### src/rtl/gmii_video_aux_rx.sv
`default_nettype none
// ============================================================================
//  Module      : gmii_video_aux_rx
//  Description : GMII receive depacketizer for the HDMI-over-Ethernet link.
//                Filters frames by EtherType and source id, then emits video
//                words (line/pixel) and aux words, each with a write strobe.
//  Revision    : 1.0  initial release
// ============================================================================
module gmii_video_aux_rx #(
   parameter logic [15:0] ETHTYPE = 16'h0800
) (
   input  logic        clk125,
   input  logic        sys_rst,
   input  logic        id,
   input  logic [7:0]  rxd,
   input  logic        rx_dv,
   output logic [28:0] datain,
   output logic        recv_en,
   output logic        packet_en,
   output logic [24:0] aux_data_in,
   output logic        aux_wr_en
);

   typedef enum logic [3:0] {
      S_IDLE     = 4'd0,
      S_PREAMBLE = 4'd1,
      S_HEADER   = 4'd2,
      S_TYPE     = 4'd3,
      S_VID_HDR  = 4'd4,
      S_VID_DATA = 4'd5,
      S_AUX_HDR  = 4'd6,
      S_AUX_DATA = 4'd7,
      S_DROP     = 4'd8
   } state_t;

   // Registered copies of the PHY pins; all parsing works on these.
   logic [7:0]  d_q;
   logic        dv_q;

   state_t      state, state_n;
   logic [15:0] cnt, cnt_n;         // header byte index / payload element index
   logic [15:0] limit, limit_n;     // payload element count (N or M)
   logic [16:0] acc, acc_n;         // byte history, enough for a 25-bit aux word
   logic [10:0] line, line_n;
   logic        sol, sol_n;         // next pixel is the first of a line
   logic [1:0]  phase, phase_n;     // byte position within a pixel or entry
   logic [28:0] datain_n;
   logic        recv_en_n;
   logic        packet_en_n;
   logic [24:0] aux_data_in_n;
   logic        aux_wr_en_n;

   // Capture the GMII inputs once per cycle.
   always_ff @(posedge clk125 or posedge sys_rst) begin
      if (sys_rst) begin
         d_q  <= 8'h00;
         dv_q <= 1'b0;
      end else begin
         d_q  <= rxd;
         dv_q <= rx_dv;
      end
   end

   // State, parse context and output registers.
   always_ff @(posedge clk125 or posedge sys_rst) begin
      if (sys_rst) begin
         state       <= S_IDLE;
         cnt         <= 16'd0;
         limit       <= 16'd0;
         acc         <= 17'd0;
         line        <= 11'd0;
         sol         <= 1'b0;
         phase       <= 2'd0;
         datain      <= 29'd0;
         recv_en     <= 1'b0;
         packet_en   <= 1'b0;
         aux_data_in <= 25'd0;
         aux_wr_en   <= 1'b0;
      end else begin
         state       <= state_n;
         cnt         <= cnt_n;
         limit       <= limit_n;
         acc         <= acc_n;
         line        <= line_n;
         sol         <= sol_n;
         phase       <= phase_n;
         datain      <= datain_n;
         recv_en     <= recv_en_n;
         packet_en   <= packet_en_n;
         aux_data_in <= aux_data_in_n;
         aux_wr_en   <= aux_wr_en_n;
      end
   end

   // Next-state and next-output decode; strobes default low every cycle.
   always_comb begin
      state_n       = state;
      cnt_n         = cnt;
      limit_n       = limit;
      acc_n         = acc;
      line_n        = line;
      sol_n         = sol;
      phase_n       = phase;
      datain_n      = datain;
      recv_en_n     = 1'b0;
      packet_en_n   = packet_en;
      aux_data_in_n = aux_data_in;
      aux_wr_en_n   = 1'b0;

      if (!dv_q) begin
         // End of frame or abort: any half-built pixel/entry is abandoned.
         state_n     = S_IDLE;
         packet_en_n = 1'b0;
      end else begin
         case (state)
            S_IDLE: begin
               if (d_q == 8'h55) state_n = S_PREAMBLE;
            end
            S_PREAMBLE: begin
               cnt_n = 16'd0;
               if (d_q == 8'hD5)      state_n = S_HEADER;
               else if (d_q != 8'h55) state_n = S_DROP;
            end
            S_HEADER: begin
               acc_n = {acc[8:0], d_q};
               cnt_n = cnt + 16'd1;
               if (cnt == 16'd13) begin
                  cnt_n = 16'd0;
                  if ({acc[7:0], d_q} != ETHTYPE) state_n = S_DROP;
                  else                            state_n = S_TYPE;
               end
            end
            S_TYPE: begin
               cnt_n = 16'd0;
               if (d_q[0] == id) begin
                  state_n = S_DROP;
               end else begin
                  packet_en_n = 1'b1;
                  state_n     = d_q[7] ? S_AUX_HDR : S_VID_HDR;
               end
            end
            S_VID_HDR: begin
               acc_n = {acc[8:0], d_q};
               cnt_n = cnt + 16'd1;
               case (cnt)
                  16'd1: line_n = {acc[2:0], d_q};
                  16'd3: sol_n  = ({acc[7:0], d_q} == 16'd0);
                  16'd5: begin
                     limit_n = {acc[7:0], d_q};
                     cnt_n   = 16'd0;
                     phase_n = 2'd0;
                     state_n = ({acc[7:0], d_q} == 16'd0) ? S_DROP : S_VID_DATA;
                  end
                  default: ;
               endcase
            end
            S_VID_DATA: begin
               acc_n = {acc[8:0], d_q};
               if (phase[0] == 1'b0) begin
                  phase_n = 2'd1;
               end else begin
                  phase_n   = 2'd0;
                  datain_n  = {sol, 1'b0, line, acc[7:0], d_q};
                  recv_en_n = 1'b1;
                  sol_n     = 1'b0;
                  cnt_n     = cnt + 16'd1;
                  if (cnt + 16'd1 == limit) state_n = S_DROP;
               end
            end
            S_AUX_HDR: begin
               limit_n = {8'h00, d_q};
               cnt_n   = 16'd0;
               phase_n = 2'd0;
               state_n = (d_q == 8'h00) ? S_DROP : S_AUX_DATA;
            end
            S_AUX_DATA: begin
               acc_n   = {acc[8:0], d_q};
               phase_n = phase + 2'd1;
               if (phase == 2'd3) begin
                  // Top 7 bits of the 32-bit entry fall off the 17-bit history.
                  aux_data_in_n = {acc, d_q[7:0]};
                  aux_wr_en_n   = 1'b1;
                  cnt_n         = cnt + 16'd1;
                  if (cnt + 16'd1 == limit) state_n = S_DROP;
               end
            end
            S_DROP: ;
            default: state_n = S_IDLE;
         endcase
      end
   end

endmodule
`default_nettype wire

### config.mk
export PLATFORM = sky130hd
export DESIGN_NAME = gmii_video_aux_rx
export DESIGN_NICKNAME = d
export VERILOG_FILES = /design/src/rtl/gmii_video_aux_rx.sv
export SDC_FILE = /design/constraint.sdc
export NUM_CORES = 1
export LEC_CHECK = 0
export CORE_MARGIN = 2
export CORE_UTILIZATION = 50
export CTS_CLUSTER_SIZE = 12
export DETAILED_ROUTE_END_ITERATION = 8
export PLACE_DENSITY = 0.68
export SYNTH_ARGS = -nofsm -noshare
export SYNTH_HDL_FRONTEND = slang
export SYNTH_SLANG_ARGS = --single-unit
### constraint.sdc
create_clock -name clk125 -period 4.3 [get_ports clk125]
set_input_delay 0.43 -clock clk125 [delete_from_list [all_inputs] [get_ports clk125]]
set_output_delay 0.43 -clock clk125 [all_outputs]
set_load 0.03 [all_outputs]
==> results by group, run 1 <==
Outcome
  – Status: completed

Synthesis
  – Synth top area share: 54.04%
  – Sequential area share after synthesis: a little over half
  – Post-synth EDFFs: 0
  – Mapped Cells: roughly 510
  – Cell Area, Synth: a little over 6000 um2
  – Commonest cells in the synthesized netlist: 132 x dfrtp_1, 87 x mux2_2, 40 x nand2_1, 32 x o21ai_0, 28 x nor2_1
  – Asr flop ratio synth: between 90% and 100%
  – Most common cell in the synthesized netlist: dfrtp_1
  – Cell variety after synth: 62
  – Synth Area per Inst: 12.10 um2
  – Ys Warns: 0
  – Post-Synthesis Net Count: 520
  – Yosys reg bits: about 130
  – Top area cells in the synthesized netlist: dfrtp_1 54%, mux2_2 16%, o21ai_0 2.6%
  – Post-synth top area cell: dfrtp_1
  – Prevailing post-synth register cell: dfrtp_1

Cells and area
  – Area grow syn2layout: 21.04%
  – Fill cells: 954
  – Fraction of final layout cells with drive strength greater than 1: between 20% and 30%
  – Nets: 583
  – # diodes: 0
  – Post-layout instance area: 7398 um2

Floorplanning
  – Placeable core area: around 12,000 um2
  – Die Height: around 110 um
  – FP Rows: 40
  – Die W: approximately 110 um
  – IO Count: ~70
  – Initial Utilization: 51.10%
  – DIE AREA: approximately 13,000 um2

Clocking
  – Post-CTS Setup Inserts: 0
  – Worst-path clk slew: around 0.06 ns
  – CTS root buffer: clkbuf_16
  – Worst-Skew Late Latency: 0.42 ns
  – CTS tree: yes
  – CTS Hold Buffers Added: 0
  – Maximum root-to-sink buffer count: 2
  – CTS buffer count: 17
  – Htree depth: 4
  – Resize count post-CTS: 0
  – Clock sink total: around 130

Worst setup path
  – R2r setup slk: 1.38 ns
  – Critical path data arrival time: about 3.2 ns
  – R2r startpoint: cnt[4]
  – Crit path capture type: flip-flop
  – Crit path launch type: flip-flop
  – CP max FO: 26
  – CP Capture Point: cnt[2]
  – Critical path type: reg2reg
  – WP data required: ~4.6 ns
  – Crit. Startpoint: cnt[4]
  – Reg2reg end: cnt[2]
  – Worst Reg-to-Reg Cells: 7

Placed design
  – Final HPWL DP: approximately 9.0 mm
  – GP Congestion: approximately 0.9
  – Post-place setup slack: between 1 and 1.5 ns
  – Dpl cell area: 6807 um2
  – Port bufs: 67

Routing
  – DR iter-0 viols: between 300 and 400
  – Detailed-router iteration count before antenna repair: 5
  – Final wirelength: about 13 mm
  – Routed vias: roughly 4,100
  – Vias/cell: 5.629
  – ANT nets after route: 0
  – Post-route DRC: 0
  – Routed length per placed instance: 18.47 um

Timing
  – Final setup margin: around 1.4 ns
  – RSZ-0062 raised after global routing: false
  – Fin crit period: roughly 3 ns
  – Setup tns final: 0 ns
  – Worst Max-Slew Pin Slew: 0.7434 ns
  – Final count of pins violating max slew: 0
  – Final setup violation count: 0
  – Final Hold Vio Count: 0
  – Max Clk Rate: roughly 340 MHz
  – Max transition margin: between 40% and 50%
  – Final period util: about 68%
  – Clk_skew: around 0.0071 ns

Job
  – Max_cap viols: 0

GRT
  – Vias in the first global route: between 4,000 and 5,000
  – Global Route Usage Sum: between 20% and 30%
  – Initial antenna violation count: 0
  – First-pass GRT wire length: 22.18 mm
  – Global route total overflow: 0
  – Largest net degree at the start of global routing: 90

Power
  – Cell area power density: between 400 and 500 nW/um2
  – P_leak: ~3.3 nW
  – IR Drop Worst-Case VDD: around 0.41 mV

Min path
  – Hold Crit Class: in2async
-- where the power goes --
part | internal, mW | total, mW | switching [mW] | leakage, nW
clock | 0.913 | 1.45 | 0.535 | 0.285
combinational | 0.124 | 0.275 | 0.152 | 1.26
sequential | 1.30 | 1.41 | 0.104 | 1.80
-- cells in the final DEF, fill, tap and decap left out, types with 3 or more instances in the layout --
cell type        instances
nor2b_1                  7
nor2_1                  27
clkdlybuf4s50_1         67
a21oi_1                  3
and3_1                   3
or4_1                    4
clkinv_4                 5
dfrtp_1                132
o31ai_1                  8
nand2_1                 40
o21ai_0                 32
clkbuf_1                 3
nor3_1                   8
bufinv_16                3
inv_1                   10
nor4_1                   6
ha_1                     3
nand2b_1                 3
xor2_1                  14
mux2i_1                  5
nor4b_1                  3
buf_4                    4
nand4_1                  4
xnor2_1                 18
nand3_1                 16
clkbuf_16               17
mux2_2                  87
-- sequential cells by signal, summed over array words and instances (netlist names), 2 cells and up --
register,count
limit,16
datain,28
acc,17
state,4
phase,2
cnt,16
line,11
aux_data_in,25
d_q,8
-- logic make-up (layout without fill, tap and decap cells) --
logic type / Yosys count / after routing / share of synthesized area, %
xor gates and xnor gates: 32 / 32 / 4.585
DFF: 132 / 132 / 54.04
AOI/OAI and AO/OA: 67 / 67 / 7.492
and+or+nand+nor: 137 / 137 / 11.71
muxes: 94 / 94 / 17.22
buffers and inverters: 39 / 114 / 4.278
other: 1 / 1 / 0.06135
adders and majority gates: 3 / 3 / 0.6142
-- worst min path at each step --
stage,start,endpoint,slack [ns],cells past startpoint
final,sys_rst,aux_data_in[5],0.42,2
after global routing,rxd[2],d_q[2],0.44,1
after CTS,sys_rst,aux_data_in[5],0.44,2
after detailed placement,packet_en,packet_en,0.49,2
after global placement,acc[9],aux_data_in[17],0.48,1
after floorplan,rxd[0],d_q[0],0.46,0
-- per-stage QoR --
step           instances  hold WS [ns]  utilization (%)  power, mW
3_3_place_gp         696        0.4837            56.90      1.691
5_1_grt              727        0.4404            61.85      3.249
2_1_floorplan        505        0.4614                -      1.615
4_1_cts              727        0.4399            61.85      3.155
3_5_place_dp         696        0.4876            56.90      1.704
6_report             727        0.4244            61.85      3.131
-- area by class of cell --
type                            instances  area, um2  area share [%]
Multi-Input combinational cell        334       2555           34.53
Inverter                               11      43.79          0.5919
Timing Repair Buffer                   72      720.7           9.741
Clock inverter                         11      155.1           2.097
Tap cell                              147      183.9           2.486
Sequential cell                       132       3303           44.65
Clock buffer                           20      436.7           5.902
-- worst max-delay path, stage by stage (launching register included) --
cell,delay (ns)
dfrtp_1,0.46
or4_4,0.55
or4b_4,0.58
o31ai_1,0.25
a31o_2,0.54
nor2_1,0.10
o21ai_0,0.17
o21ai_0,0.12
-- metal layers --
metal / part of all wire [%] / vias up / GRT usage, %
li1: - / 1919 / -
met1: 45 / 2053 / 28.84
met2: 48 / 101 / 34.48
met3: 5.7 / 19 / 7.517
met4: 1.2 / 0 / 7.886
met5: 0 / - / 0
No activity file was read; power rests on OpenSTA's default activity.
==> run 2: changes to the inputs <==
Clock period 4.3 ns to 2.7 ns, I/O delays scaled along.
==> results by group, run 2 (synthesis gave the netlist of run 1 again) <==
Floorplanning
  – IO Count: between 60 and 70
  – Initial Utilization: around 50%
  – DIE AREA: ~13,000 um2
  – Die Height: around 110 um
  – Die W: around 110 um
  – Placeable core area: between 10,000 and 15,000 um2
  – FP Rows: 40

Cells and area
  – Fraction of final layout cells with drive strength greater than 1: between 20 and 30%
  – Largest Register: datain
  – # diodes: 0
  – Most frequent cells in the layout: 132 x dfrtp_1, 87 x mux2_2, 67 x clkdlybuf4s50_1, 40 x nand2_1, 38 x buf_4
  – Largest register FFs: 28
  – Most common cell after layout, fill and taps aside: dfrtp_1
  – Area grow syn2layout: 26.69%
  – Fill cells: roughly 920
  – Biggest regs: datain: 28 flops, aux_data_in: 25 flops, acc: 17 flops
  – Nets: 619
  – Final core utilization: around two thirds

Power
  – Cell area power density: about 660 nW/um2
  – Seq pwr share: between 40% and 50%
  – Switching Fraction: 25.44%
  – P_leak: ~3.5 nW
  – IR Drop Worst-Case VDD: ~0.61 mV
  – Clock share of power: 46.7%
  – Sw power: between 1 and 1.5 mW
  – Internal Power: roughly 3.8 mW
  – Combinational fraction of design power: about 10%

Timing
  – Clk_skew: between 0.009 and 0.01 ns
  – Max transition margin: a little over half
  – Fin crit period: about 2.6 ns
  – Final count of pins violating max slew: 0
  – Final Hold Vio Count: 0
  – Worst Max-Slew Pin Slew: 0.6758 ns
  – Setup tns final: 0 ns
  – Final setup violation count: 0
  – Max Clk Rate: 383.5 MHz
  – Final period util: 96.57%

Routing
  – Routed length per placed instance: about 18 um
  – Detailed-router iteration count before antenna repair: 5
  – Post-route DRC: 0
  – ANT nets after route: 0
  – Final wirelength: ~14 mm
  – Vias/cell: between 5 and 6
  – Routed vias: between 4,000 and 5,000
  – DR iter-0 viols: 269

GRT
  – Initial antenna violation count: 0
  – Vias in the first global route: ~4,400
  – Global route total overflow: 0
  – Met1 Use GR: 30.08%
  – Global Route Usage Sum: between 20% and 30%
  – Met3 usage: a little under 7%
  – First-pass GRT wire length: between 20 and 25 mm
  – M2 GR Usage: a little over a third
  – GRT busiest layer: met2
  – Largest net degree at the start of global routing: 37

Worst setup path
  – Worst stage delay on the critical path: between 0.5 and 0.6 ns
  – R2r startpoint: cnt[15]
  – WP data required: just over 3 ns
  – Worst Reg-to-Reg Cells: 7
  – R2r setup slk: roughly 0.092 ns
  – Crit path cell chain: or4_4 -> or4b_4 -> nor4_4 -> a2bb2oi_4 -> o221ai_2 -> o21ai_2 -> mux2i_1
  – Crit path launch type: flip-flop
  – Crit path capture type: flip-flop
  – Critical path's slowest cell: or4b_4
  – Critical path data arrival time: approximately 2.9 ns
  – Critical path type: reg2reg
  – CP max FO: 4
  – Reg2reg end: state[1]

Clocking
  – Worst-path clk slew: 0.06 ns
  – Worst-Skew Late Latency: between 0.4 and 0.5 ns
  – Maximum root-to-sink buffer count: 2
  – CTS root buffer: clkbuf_16
  – CTS buffer count: 17
  – Clock sink total: ~130
  – CTS tree: yes
  – Htree depth: 4

Placed design
  – Final HPWL DP: ~9.6 mm
  – Port bufs: between 60 and 70
  – GP Congestion: ~0.9

Min path
  – Hold Crit Class: in2reg
  – Hold Path End: d_q[7]
  – WHS Path Cells: 1
  – Hold Crit Start: rxd[7]

Outcome
  – Status: completed

Job
  – Max_cap viols: 0
==> run 2: cell types whose count changed in the layout (fill, tap and decap cells not counted), moves of 2 or more <==
cell	delta
inv_6	+3
clkbuf_1	-3
o21ai_0	-2
clkinvlp_4	+2
clkbuf_8	+2
o21ai_1	+2
clkinv_4	-2
buf_4	+34
buf_12	+2
==> run 2: timing repair <==
action,4_1_cts,5_1_grt
endpoints found under the setup margin,0,15
setup buffers,0,0
resized for setup,0,5
hold buffers,0,0
==> run 2: layer usage <==
layer,share of wire (%),vias to the layer above
met4,1.9,0
met3,5.3,25
met5,0,-
li1,-,1995
met2,49,118
met1,44,2170
==> run 2: worst max path at each step <==
stage,startpoint,end,slack [ns],depth (start not counted)
floorplan,cnt[0],state[1],0.02,10
global placement,cnt[11],limit[0],0.12,6
detailed placement,cnt[15],state[1],0.08,7
CTS,cnt[15],state[1],0.08,7
global route,cnt[15],cnt[2],-0.009,8
finish,cnt[15],state[1],0.09,7
==> run 2: worst max-delay path, delay by kind of cell (launching register included) <==
kind	cells	cell delay, ns
and+or+nand+nor	3	1.47
muxes	1	0.22
DFF	1	0.38
AOI/OAI and AO/OA	3	0.47
==> run 2: power groups by stage <==
stage / clock [mW] / combinational, mW / sequential (mW)
finish: 2.40 / 0.532 / 2.21
global route: 2.54 / 0.591 / 2.23
global placement: 0 / 0.514 / 2.24
CTS: 2.45 / 0.531 / 2.21
floorplan: 0 / 0.383 / 2.19
detailed placement: 0 / 0.528 / 2.25
==> run 2: layout make-up <==
cell class | count | area [um2] | area share (%)
inverter | 11 | 45.04 | 0.5817
clock inverter | 13 | 171.4 | 2.214
tap | 147 | 183.9 | 2.375
clock buffer | 19 | 452.9 | 5.849
multi-input combinational | 334 | 2571 | 33.20
sequential | 132 | 3303 | 42.66
timing repair buffer | 108 | 1016 | 13.12
==> run 2: per-stage QoR <==
| step | instances | power [mW] | cell area (um2) | hold WS [ns] | setup WS (ns) |
|---|---|---|---|---|---|
| after global placement | 732 | 2.757 | 7103 | 0.4833 | 0.1185 |
| after global routing | 764 | 5.365 | 7744 | 0.2773 | -0.009223 |
| final | 764 | 5.147 | 7744 | 0.2897 | 0.09249 |
| after detailed placement | 732 | 2.776 | 7103 | 0.4928 | 0.07959 |
| after CTS | 764 | 5.191 | 7727 | 0.2733 | 0.08333 |
| after floorplan | 505 | 2.573 | 6116 | 0.3014 | 0.01504 |
==> run 3: changes to the inputs <==
Clock period 2.7 ns to 3.2 ns, I/O delays scaled along.
==> results by group, run 3 (synthesis gave the netlist of run 1 again) <==
Power
  – Seq pwr share: a little under half
  – Combinational fraction of design power: under 10%
  – Switching Fraction: 27.85%
  – Total Power: 4.090 mW
  – P_leak: 3.326 nW
  – Clock share of power: 44.7%
  – Internal Power: approximately 3.0 mW
  – IR Drop Worst-Case VDD: 0.4386 mV
  – Cell area power density: ~550 nW/um2
  – Sw power: around 1.1 mW

Min path
  – Hold Crit Class: in2reg

Routing
  – Routed vias: roughly 4,100
  – Final wirelength: about 13 mm
  – ANT nets after route: 0
  – Post-route DRC: 0
  – DR iter-0 viols: 298
  – Routed length per placed instance: approximately 18 um
  – Detailed-router iteration count before antenna repair: 4
  – Vias/cell: 5.581

Floorplanning
  – Placeable core area: between 10,000 and 15,000 um2
  – DIE AREA: between 10,000 and 15,000 um2
  – Die Height: 114.6 um
  – Die W: about 110 um
  – Initial Utilization: 51.10%
  – IO Count: 69
  – FP Rows: 40

Worst setup path
  – Critical path's slowest cell: or4b_4
  – CP max FO: 26
  – Crit path cell chain: or4_4 -> or4b_4 -> o31ai_1 -> a31o_2 -> nor2_1 -> o21ai_0 -> o31ai_1
  – Top delay family on crit path: simple AND/OR/NAND/NOR gates
  – Critical path type: reg2reg
  – Buffers plus inverters on the worst setup path: 0
  – Crit path capture type: flip-flop
  – Most frequent CP cell: o31ai_1
  – Critical path data arrival time: around 3.2 ns
  – Worst stage delay on the critical path: about 0.58 ns
  – Crit path launch type: flip-flop
  – WP data required: around 3.5 ns

Timing
  – Setup tns final: 0 ns
  – Fin crit period: 2.954 ns
  – Final setup violation count: 0
  – Worst Max-Slew Pin Slew: around 0.6 ns
  – Clk_skew: between 0.005 and 0.006 ns
  – Final Hold Vio Count: 0
  – Max Clk Rate: between 300 and 400 MHz
  – Final period util: between 90 and 100%
  – RSZ-0062 raised after global routing: false
  – Max transition margin: between 60% and 70%
  – Final count of pins violating max slew: 0

Cells and area
  – Most frequent cells in the layout: 132 x dfrtp_1, 87 x mux2_2, 67 x clkdlybuf4s50_1, 40 x nand2_1, 32 x o21ai_0
  – Area grow syn2layout: 21.23%
  – Largest register FFs: 28
  – Fraction of final layout cells with drive strength greater than 1: between 20 and 25%
  – Most common cell after layout, fill and taps aside: dfrtp_1
  – Post-Layout Cell Count: between 700 and 800
  – # diodes: 0
  – Biggest regs: datain: 28 flops, aux_data_in: 25 flops, acc: 17 flops
  – Post-layout instance area: roughly 7400 um2
  – Final core utilization: 61.95%
  – Largest Register: datain
  – Nets: ~600

GRT
  – Vias in the first global route: around 4,200
  – Largest net degree at the start of global routing: 94
  – Global Route Usage Sum: 21.79%
  – First-pass GRT wire length: ~22 mm
  – Initial antenna violation count: 0
  – Global route total overflow: 0

Placed design
  – Dpl cells: 701
  – GP Congestion: between 0.9 and 1
  – Dpl cell area: 6845 um2
  – Port bufs: between 60 and 70
  – Final HPWL DP: 8.861 mm

Clocking
  – Clock sink total: approximately 130
  – Htree depth: 4
  – CTS buffer count: 17
  – Maximum root-to-sink buffer count: 2
  – Worst-Skew Late Latency: approximately 0.42 ns
  – CTS root buffer: clkbuf_16
  – Post-CTS Setup Inserts: 0
  – Worst-path clk slew: roughly 0.06 ns
  – CTS tree: yes

Outcome
  – Status: completed

Job
  – Max_cap viols: 0
==> run 3: cell count changes in the layout (fill, tap and decap cells not counted), sizes merged <==
cell      before  now
buf           41   10
bufinv         3    0
clkbuf        19   18
clkinv         4    3
clkinvlp       3    7
inv           14   15
==> run 3: path summary, 6_finish.rpt <==
check,slack (ns),startpoint,to,cells after the start
setup / recovery,0.25,cnt[4],cnt[4],7
hold / removal,0.33,rxd[6],d_q[6],1
setup reg to reg,0.25,cnt[4],cnt[4],7
hold reg to reg,0.50,line[3],line[3],1
max in group asynchronous,2.42,sys_rst,cnt[13],3
min in group asynchronous,0.36,sys_rst,aux_wr_en,3
==> run 3: layer usage <==
metal | vias to the layer above | part of all wire (%) | wire, um | GRT usage [%]
met5 | - | 0 | 0 | 0
met4 | 0 | 1.5 | 197 | 6.992
met3 | 12 | 6.0 | 784 | 7.358
met2 | 92 | 48 | 6262 | 33.69
met1 | 2054 | 44 | 5777 | 29.09
li1 | 1933 | - | - | -
==> run 3: power by group through the flow <==
stage	Combinational, mW	Clock [mW]	Sequential, mW
2_1_floorplan	0.323	0	1.85
3_3_place_gp	0.364	0	1.92
3_5_place_dp	0.369	0	1.92
4_1_cts	0.374	1.86	1.89
5_1_grt	0.420	1.93	1.91
6_report	0.371	1.83	1.89
==> run 3: timing repair <==
item / in CTS / in global routing
gates resized for setup: 0 / 1
hold buffers: 0 / 0
endpoints found under the setup margin: 0 / 1
==> run 3: cell type report <==
type,count,area (um2)
clock buffer,18,439.2
sequential,132,3303
fill,948,4552
tap,147,183.9
multi-input combinational,334,2557
timing repair buffer,77,758.2
inverter,11,45.04
clock inverter,14,122.6
==> run 3: worst register-to-register path: stages (launching register included) <==
cell and delay, ns:
dfrtp_1 0.46, or4_4 0.55, or4b_4 0.58, o31ai_1 0.28, a31o_2 0.53, nor2_1 0.10, o21ai_0 0.21, o31ai_1 0.11
==> run 3: through the flow <==
step                setup slack [ns]  hold WS [ns]
finish                        0.2465        0.3308
floorplan                     0.5150        0.3514
detailed placement            0.2570        0.4923
CTS                           0.2465        0.3203
global placement              0.3218        0.4836
global route                 0.06425        0.3213
